File: src/rtl/seat_grid_controller.sv
// Seat-grid overlay for the VGA pixel path: occupancy, cursor and blink.
// Optional macro SEAT_COUNT_EN adds the occ_count popcount output.
module seat_grid_controller #(
    parameter int          ROWS         = 2,
    parameter int          COLS         = 4,
    parameter int          SEAT_W       = 45,
    parameter int          SEAT_H       = 45,
    parameter int          GAP          = 15,
    parameter int          BASE_X       = 450,
    parameter int          BASE_Y       = 400,
    parameter int          BLINK_FRAMES = 15,
    parameter logic [11:0] C_EMPTY      = 12'h840,
    parameter logic [11:0] C_TAKEN      = 12'hF00,
    parameter logic [11:0] C_CURSOR     = 12'hFF0,
    localparam int         NS           = ROWS * COLS,
    localparam int         RW           = (ROWS > 1) ? $clog2(ROWS) : 1,
    localparam int         CW           = (COLS > 1) ? $clog2(COLS) : 1
) (
    input  logic          clk,
    input  logic          rst,
    input  logic          bright,
    input  logic [9:0]    hCount,
    input  logic [9:0]    vCount,
    input  logic [11:0]   background,
    input  logic          btn_up,
    input  logic          btn_down,
    input  logic          btn_left,
    input  logic          btn_right,
    input  logic          btn_sel,
    input  logic          clr,
    output logic [11:0]   rgb,
    output logic [NS-1:0] occupancy,
    output logic [RW-1:0] cur_row,
    output logic [CW-1:0] cur_col
`ifdef SEAT_COUNT_EN
    ,
    output logic [$clog2(ROWS*COLS+1)-1:0] occ_count
`endif
);

    localparam int GRID_W = COLS * SEAT_W + (COLS - 1) * GAP;
    localparam int GRID_H = ROWS * SEAT_H + (ROWS - 1) * GAP;
    localparam int X0     = BASE_X - GRID_W / 2;
    localparam int Y0     = BASE_Y - GRID_H;
    localparam int PX     = SEAT_W + GAP;
    localparam int PY     = SEAT_H + GAP;
    localparam int BW     = (BLINK_FRAMES > 1) ? $clog2(BLINK_FRAMES) : 1;

    logic [11:0]   rgb_q, rgb_d;
    logic [NS-1:0] occ_q, occ_d;
    logic [RW-1:0] row_q, row_d;
    logic [CW-1:0] col_q, col_d;
    logic          blink_q, blink_d;
    logic [BW-1:0] fcnt_q, fcnt_d;
    logic          fs_q, fs_d;

    int              hx, vy;
    logic [COLS-1:0] col_hit;
    logic [ROWS-1:0] row_hit;
    logic            in_seat, in_cur, in_taken;
    logic [NS-1:0]   sel_mask;
    logic            frame_start;

    assign hx = 32'(hCount);
    assign vy = 32'(vCount);

    // Per-axis seat membership: half-open pixel ranges, gaps excluded
    always_comb begin
        col_hit = '0;
        row_hit = '0;
        for (int c = 0; c < COLS; c++)
            col_hit[c] = (hx >= X0 + c * PX) && (hx < X0 + c * PX + SEAT_W);
        for (int r = 0; r < ROWS; r++)
            row_hit[r] = (vy >= Y0 + r * PY) && (vy < Y0 + r * PY + SEAT_H);
    end

    // Classify the current pixel and build the cursor-seat mask
    always_comb begin
        in_seat  = 1'b0;
        in_cur   = 1'b0;
        in_taken = 1'b0;
        sel_mask = '0;
        for (int r = 0; r < ROWS; r++) begin
            for (int c = 0; c < COLS; c++) begin
                sel_mask[r*COLS+c] = (row_q == RW'(r)) && (col_q == CW'(c));
                if (row_hit[r] && col_hit[c]) begin
                    in_seat = 1'b1;
                    if (occ_q[r*COLS+c])
                        in_taken = 1'b1;
                    if (sel_mask[r*COLS+c])
                        in_cur = 1'b1;
                end
            end
        end
    end

    // Next pixel colour by priority: blank, cursor, taken, free, background
    always_comb begin
        rgb_d = 12'h000;
        if (bright) begin
            if (in_cur && blink_q)
                rgb_d = C_CURSOR;
            else if (in_taken)
                rgb_d = C_TAKEN;
            else if (in_seat)
                rgb_d = C_EMPTY;
            else
                rgb_d = background;
        end
    end

    // Cursor moves wrap; opposing pulses on one axis cancel
    always_comb begin
        col_d = col_q;
        row_d = row_q;
        if (btn_right && !btn_left)
            col_d = (col_q == CW'(COLS - 1)) ? '0 : col_q + CW'(1);
        else if (btn_left && !btn_right)
            col_d = (col_q == '0) ? CW'(COLS - 1) : col_q - CW'(1);
        if (btn_down && !btn_up)
            row_d = (row_q == RW'(ROWS - 1)) ? '0 : row_q + RW'(1);
        else if (btn_up && !btn_down)
            row_d = (row_q == '0) ? RW'(ROWS - 1) : row_q - RW'(1);
    end

    // Occupancy toggles at the pre-move cursor; clear wins over select
    always_comb begin
        occ_d = occ_q;
        if (clr)
            occ_d = '0;
        else if (btn_sel)
            occ_d = occ_q ^ sel_mask;
    end

    // One frame-start event per rising edge of the (0,0) pixel
    always_comb begin
        fs_d        = (hCount == 10'd0) && (vCount == 10'd0);
        frame_start = fs_d && !fs_q;
        fcnt_d      = fcnt_q;
        blink_d     = blink_q;
        if (frame_start) begin
            if (fcnt_q == BW'(BLINK_FRAMES - 1)) begin
                fcnt_d  = '0;
                blink_d = ~blink_q;
            end else begin
                fcnt_d = fcnt_q + BW'(1);
            end
        end
    end

    // State registers with synchronous active-low reset
    always_ff @(posedge clk) begin
        if (!rst) begin
            rgb_q   <= '0;
            occ_q   <= '0;
            row_q   <= '0;
            col_q   <= '0;
            blink_q <= 1'b0;
            fcnt_q  <= '0;
            fs_q    <= 1'b0;
        end else begin
            rgb_q   <= rgb_d;
            occ_q   <= occ_d;
            row_q   <= row_d;
            col_q   <= col_d;
            blink_q <= blink_d;
            fcnt_q  <= fcnt_d;
            fs_q    <= fs_d;
        end
    end

    assign rgb       = rgb_q;
    assign occupancy = occ_q;
    assign cur_row   = row_q;
    assign cur_col   = col_q;

`ifdef SEAT_COUNT_EN
    localparam int KW = $clog2(ROWS * COLS + 1);

    logic [KW-1:0] cnt_q, cnt_d;

    // Running popcount follows each occupancy change
    always_comb begin
        cnt_d = cnt_q;
        if (clr)
            cnt_d = '0;
        else if (btn_sel) begin
            if (|(occ_q & sel_mask))
                cnt_d = cnt_q - KW'(1);
            else
                cnt_d = cnt_q + KW'(1);
        end
    end

    // Count register, cleared with the rest of the state
    always_ff @(posedge clk) begin
        if (!rst)
            cnt_q <= '0;
        else
            cnt_q <= cnt_d;
    end

    assign occ_count = cnt_q;
`endif

endmodule
File: config.mk
export PLATFORM = sky130hd
export DESIGN_NAME = seat_grid_controller
export DESIGN_NICKNAME = d
export VERILOG_FILES = /design/src/rtl/seat_grid_controller.sv
export SDC_FILE = /design/constraint.sdc
export NUM_CORES = 1
export LEC_CHECK = 0
export CAP_MARGIN = 20
export CORE_MARGIN = 10
export CORE_UTILIZATION = 39
export DETAILED_ROUTE_END_ITERATION = 8
export PLACE_DENSITY = 0.77
export RECOVER_POWER = 25
export SLEW_MARGIN = 5
export SYNTH_ARGS = -nofsm -noshare
export SYNTH_HDL_FRONTEND = slang
export SYNTH_SLANG_ARGS = --single-unit
File: constraint.sdc
create_clock -name clk -period 2.39 [get_ports clk]
set_input_delay 0.5975 -clock clk [delete_from_list [all_inputs] [get_ports clk]]
set_output_delay 0.5975 -clock clk [all_outputs]
set_load 0.05 [all_outputs]
==> results.yml, run 1 <==
run_status:
  outcome: "completed"
job:
  max-cap-violations: 0
critical_path:
  crit_chain: "clkdlybuf4s50_1 > a2111oi_1 > or3_1 > a21o_1 > buf_4 > a21bo_2 > a211oi_2 > o21ai_2"
  path_class: "in -> reg"
  critPathMaxFanout: 4
  critPathMaxStageDelay_ps: 520
  crit_path_end_kind: "flop"
  cp.buffers_inverters: 2
  required_ps: 2550
  cp.depth: 8
  cp.arrival_ps: 2500
  path_delay_family: "compound AO/OA/AOI/OAI gates"
  critPathSlowestCell: "clkdlybuf4s50_1"
  r2r_cells: 5
  critPathLaunchType: "primary input"
global_routing:
  gr-usage-all-layers_pct: 14.3
  grt_max_degree: 10
  grt_antenna_before_repair: 0
  grt_overflow: 0
  grt_pass1_wl_um: 8360
  grt_pass1_vias: 1762
placement:
  portBuffers: 63
  dpl_cell_area_um2: 2470
  gp_congestion: 0.820
  dp_hpwl_um: 3890
route:
  first_iter_violations: 63
  wl_met3_um: 372
  wl_per_cell_um: 15.5
  highest_layer: "met4"
  viasPerCell: 5.26
  finalWirelength_um: 5060
  drc: 0
  drtAntennaViolNets: 0
  route.met2.wl_um: 2310
  met1Wirelength_um: 2330
  vias: 1720
  first_pass_iters: 4
yosys:
  syn_inst: 181
  async_reset_ff_share_pct: 0
  synth_top_area_share_pct: 37.1
  synthTopCellsByArea: "dfxtp_1, xor2_1, ha_1"
  synth.top_cells.by_count: "dfxtp_1, nor2_1, nand2_1"
  syn_avg_cell_area_um2: 8.65
  synth_seq_cells: 29
  synth.net_count: 228
  yosysMostFrequentCell: "dfxtp_1"
  synth_cell_types: 48
  synth_edf_count: 0
  synth-main-ff-cell: "dfxtp_1"
  ys_warn_count: 0
  yosys.area.top_type: "dfxtp_1"
  synth_area_um2: 1570
  seq_area_frac_synth_pct: 37.1
cts:
  htree_levels: 2
  clock-root-buffer: "clkbuf_8"
  holdBufCountCts: 0
  path_clk_slew_ps: 60
  cts_tree: "done"
  post_cts_buffers: 0
  cts_num_sinks: 29
  numCtsBuffers: 5
  worst_skew_pair.late_latency_ps: 280
  cts_buffer_depth: 2
finish:
  final_area_um2: 2670
  n_antenna_cell: 0
  area_growth_pct: 70.5
  fin_nets: 325
  layout-drive-gt1-share_pct: 21.1
power:
  p_total_w: 0.00138
  pwr-share-clk_pct: 37.6
  switchingPower_w: 0.000374
  leakagePower_nw: 1.12
  power_frac_comb_pct: 24.9
  seqPwrFrac_pct: 37.4
  power_density_nw_per_um2: 516
  ir_drop_v: 0.000312
  p_int_w: 0.00100
  swShare_pct: 27.1
die:
  core_um2: 3770
  dieArea_um2: 6950
  pin_count: 64
  die_x_um: 83.4
  die_h_um: 83.4
  start_util_pct: 41.5
  std_cell_rows: 22
sta:
  min_period_over_period_pct: 98.1
  setup_violations: 0
  final-hold-violation-count: 0
  relSlewSlack_pct: 64.0
  fmax_mhz: 427
  rsz0062_at_grt: "true"
  drv_slew: 0
  fin_skew_ps: 6.72
  tightest_slew_ps: 538
  setup-tns-final_ps: 0
  fin_crit_ps: 2340
min_path:
  hold_depth: 2
  hp-class: "reg -> reg"
## worst min-delay path: stages (launching register included)
cell	delay [ps]
dfxtp_1	350
xor2_1	80
nor2_1	70
## layer usage
metal | global-route usage (%) | vias to the layer above
met1 | 17.1 | 797
met4 | 4.46 | 0
met3 | 6.35 | 4
li1 | - | 856
met5 | 0 | -
met2 | 22.3 | 63
## registers in the layout, summed over array words and instances (netlist names)
register and count:
rgb 12, occupancy 8, blink_q 1, fs_q 1
fcnt_q 4, cur_row 1, cur_col 2
## final timing paths
check | slack, ps | end | from
setup / recovery | 50 | rgb[8] | vCount[2]
hold / removal | 530 | blink_q | blink_q
setup reg to reg | 680 | rgb[9] | cur_col[0]
hold reg to reg | 530 | blink_q | blink_q
## layout by cell type (no fill, tap or decap), types with 2 or more instances in the layout
master           instances
ha_1                     6
dfxtp_1                 29
nor2_1                  20
dlymetal6s2s_1           6
a211oi_2                 2
a21oi_1                  4
o21ai_2                  4
dlygate4sd3_1            4
nor2b_1                  3
clkbuf_8                 6
nand3_1                 11
a22oi_1                  2
and2_1                   4
a2111o_1                 2
a21o_1                   2
inv_1                   11
and3_1                   2
nand4bb_1                2
a31oi_1                  4
a211oi_1                 4
xor2_1                  11
clkdlybuf4s50_1         48
nor4_1                   4
o21ai_0                  4
nor3_2                   2
nand2b_1                 2
dlygate4sd2_1            4
a31oi_2                  2
nor3_1                   4
buf_4                   31
a221oi_2                 2
nand2_1                 12
## power groups by stage
stage / clock network (W) / registers [W] / logic [W]
after floorplan: 0 / 0.000591 / 0.000105
after global placement: 0 / 0.000527 / 0.000333
after detailed placement: 0 / 0.000526 / 0.000338
after CTS: 0.000531 / 0.000516 / 0.000340
after global routing: 0.000554 / 0.000518 / 0.000369
final: 0.000518 / 0.000516 / 0.000344
## metrics by stage
step | instances | worst slack (ps) | hold WS, ps | utilization, %
6_report | 327 | 46.4 | 534 | 70.8
5_1_grt | 327 | -38.3 | 558 | 70.8
4_1_cts | 327 | 1.40 | 537 | 69.1
3_5_place_dp | 319 | -484 | 522 | 65.4
3_3_place_gp | 319 | -423 | 499 | 65.4
2_1_floorplan | 181 | 77.5 | 479 | -
## cell families (layout without fill, tap and decap cells)
kind of cell | after synthesis | in the layout | share of synthesized area (%)
AO/OA/AOI/OAI | 45 | 45 | 22.4
XOR/XNOR | 11 | 11 | 6.15
adder cells (fa/ha/maj) | 6 | 6 | 4.79
buffers and inverters | 15 | 113 | 4.15
flip-flops | 29 | 29 | 37.1
multiplexers | 2 | 2 | 1.36
AND/OR/NAND/NOR | 73 | 73 | 24.1
## cell type report
| class | count | area, um2 |
|---|---|---|
| clock buffer | 7 | 86.3 |
| clock inverter | 1 | 30.0 |
| fill | 309 | 1100 |
| inverter | 11 | 41.3 |
| multi-input combinational | 137 | 1000 |
| sequential | 29 | 581 |
| tap | 48 | 60.1 |
| timing repair buffer | 94 | 873 |
## repair_timing
| item | 4_1_cts | 5_1_grt |
|---|---|---|
| endpoints found under the hold margin | 0 | 0 |
| resized for setup | 11 | 19 |
| pin swaps | 0 | 2 |
| setup endpoints to repair | 11 | 12 |
Note: power is estimated with default switching activity, not from simulation.
==> inputs of run 2 (changes only) <==
--- a/config.mk
+++ b/config.mk
@@ -7,9 +7,10 @@
 export LEC_CHECK = 0
 export CAP_MARGIN = 20
 export CORE_MARGIN = 10
-export CORE_UTILIZATION = 39
+export CORE_UTILIZATION = 40
+export CTS_BUF_LIST = sky130_fd_sc_hd__clkbuf_2 sky130_fd_sc_hd__clkbuf_4 sky130_fd_sc_hd__clkbuf_8
 export DETAILED_ROUTE_END_ITERATION = 8
-export PLACE_DENSITY = 0.77
+export PLACE_DENSITY = 0.78
 export RECOVER_POWER = 25
 export SLEW_MARGIN = 5
 export SYNTH_ARGS = -nofsm -noshare
==> run 2 against run 1 <==
Clock-buffer cell count stayed put. Clock power fell by 21%. Non-clock buffer count increased by 1. Worst hold slack is essentially flat. Total power shrank 8.5%. Routed wire length is 6.4% lower. Critical endpoint is now rgb[5]. Largest cell class unchanged. Largest power group is now sequential cells.
==> results.yml, run 2 (synthesized netlist as in run 1, its figures left out) <==
global_routing:
  grt_antenna_before_repair: 0
  grt_pass1_vias: 1548
  gr-usage-all-layers_pct: 14.0
  grt_overflow: 0
  grt_max_degree: 9
  grt_pass1_wl_um: 7470
sta:
  relSlewSlack_pct: 65.8
  setup_violations: 0
  setup_ws_ps: 60.4
  fmax_mhz: 429
  tightest_slew_ps: 511
  fin_crit_ps: 2330
  fin_skew_ps: 3.93
  final-hold-violation-count: 0
  drv_slew: 0
  rsz0062_at_grt: "true"
  min_period_over_period_pct: 97.5
critical_path:
  rr_endpoint: "rgb[10]"
  crit_chain: "clkdlybuf4s50_1 > a2111oi_0 > or3_1 > a21o_1 > buf_4 > a21boi_4 > or4_4 > o21ai_2"
  critPathLaunchType: "primary input"
  critPathMaxFanout: 4
  r2r_slack_ps: 780
  critPathSlowestCell: "clkdlybuf4s50_1"
  r2r_start: "cur_col[0]"
  r2r_cells: 5
  critPathMaxStageDelay_ps: 450
  path_delay_family: "compound AO/OA/AOI/OAI gates"
  cp.arrival_ps: 2550
  cp.buffers_inverters: 2
  path_class: "in -> reg"
  required_ps: 2610
  crit_path_end_kind: "flop"
min_path:
  hold_end: "blink_q"
  min-delay-start: "blink_q"
  hp-class: "reg -> reg"
  hold_depth: 2
finish:
  layout-drive-gt1-share_pct: 19.0
  fin_nets: 326
  final_util_pct: 70.1
  final_area_um2: 2610
  layout_common_cells: "clkdlybuf4s50_1, buf_4, dfxtp_1"
  largest_register_ff_count: 12
  area_growth_pct: 66.4
  fillers: 302
  layout_commonest_cell: "clkdlybuf4s50_1"
  n_antenna_cell: 0
  regArea_um2: 581
  multi_input_area_um2: 963
run_status:
  outcome: "completed"
die:
  die_h_um: 82.6
  pin_count: 64
  dieArea_um2: 6820
  core_um2: 3720
  std_cell_rows: 22
  die_x_um: 82.6
  start_util_pct: 42.2
cts:
  numCtsBuffers: 5
  post_cts_buffers: 0
  holdBufCountCts: 0
  worst_skew_pair.late_latency_ps: 280
  cts_buffer_depth: 2
  htree_levels: 2
  path_clk_slew_ps: 60
  cts_tree: "done"
  clock-root-buffer: "clkbuf_8"
  cts_num_sinks: 29
power:
  p_int_w: 0.000902
  power_density_nw_per_um2: 484
  ir_drop_v: 0.000478
  pwr-share-clk_pct: 32.5
  seqPwrFrac_pct: 41.4
  leakagePower_nw: 1.07
  swShare_pct: 28.5
  power_frac_comb_pct: 26.1
  switchingPower_w: 0.000359
route:
  drc: 0
  first_pass_iters: 4
  drtAntennaViolNets: 0
  vias: 1677
  finalWirelength_um: 4740
  viasPerCell: 5.13
  wl_per_cell_um: 14.5
  first_iter_violations: 90
placement:
  dp_hpwl_um: 3870
  portBuffers: 63
  place_ws_ps: -464
  gp_congestion: 0.844
  dpl_cell_area_um2: 2470
job:
  max-cap-violations: 0
## run 2: cell types whose count changed in the layout (fill, tap and decap cells not counted), sizes merged
cell and change:
clkdlybuf4s50 +3, dlymetal6s2s -3, dlygate4sd2 +2, buf +1, bufinv -1, clkdlybuf4s15 -1
dlygate4sd3 -1
## run 2: worst max-delay path by stage
stage / start / to / cells past startpoint
after global placement: hCount[1] / rgb[7] / 8
after CTS: hCount[6] / rgb[5] / 8
after global routing: vCount[2] / rgb[6] / 11
after floorplan: hCount[1] / rgb[5] / 7
after detailed placement: hCount[1] / rgb[0] / 8
final: vCount[3] / rgb[5] / 8
## run 2: tightest hold or removal path, cell delays in order (launching register included)
cell and delay (ps):
dfxtp_1 350, xor2_1 80, nor2_1 80
## run 2: area by class of cell
type | count | share of cell area, %
timing repair buffer | 95 | 33.4
multi-input combinational | 137 | 37.0
sequential | 29 | 22.3
clock buffer | 7 | 3.46
inverter | 11 | 1.58
tap | 48 | 2.30
## run 2: layer usage
metal  vias up  part of all wire, %  GRT usage, %
met4         0                 0.99          4.01
met1       766                   46          18.1
met5         -                    0             0
li1        853                    -             -
met3         6                  8.9          5.29
met2        52                   44          21.4
## run 2: timing repair
item / in CTS / in global routing
setup endpoints to repair: 11 / 10
pin swaps: 0 / 2
gates cloned: 0 / 0
resized for setup: 7 / 9
## run 2: power groups by stage
stage                     combinational (W)  clock, W  sequential, W
after floorplan                    0.000105         0       0.000591
after global placement             0.000329         0       0.000532
after detailed placement           0.000332         0       0.000532
after CTS                          0.000332  0.000420       0.000522
after global routing               0.000354  0.000435       0.000524
final                              0.000329  0.000410       0.000522
## run 2: per-stage QoR
| step | power, W | TNS [ps] | std cells | hold slack (ps) |
|---|---|---|---|---|
| final | 0.00126 | 0 | 327 | 534 |
| after floorplan | 0.000697 | 0 | 181 | 479 |
| after detailed placement | 0.000864 | -5250 | 320 | 509 |
| after global placement | 0.000861 | -4720 | 320 | 500 |
| after global routing | 0.00131 | -33.2 | 327 | 590 |
| after CTS | 0.00127 | 0 | 327 | 532 |
==> inputs of run 3 (changes only) <==
--- a/config.mk
+++ b/config.mk
@@ -5,10 +5,12 @@
 export SDC_FILE = /design/constraint.sdc
 export NUM_CORES = 1
 export LEC_CHECK = 0
+export ABC_AREA = 0
 export CAP_MARGIN = 20
 export CORE_MARGIN = 10
 export CORE_UTILIZATION = 40
 export CTS_BUF_LIST = sky130_fd_sc_hd__clkbuf_2 sky130_fd_sc_hd__clkbuf_4 sky130_fd_sc_hd__clkbuf_8
+export CTS_CLUSTER_DIAMETER = 80
 export DETAILED_ROUTE_END_ITERATION = 8
 export PLACE_DENSITY = 0.78
 export RECOVER_POWER = 25
==> results of run 3 <==
Final layout, timing and power as in run 2 (identical DEF).
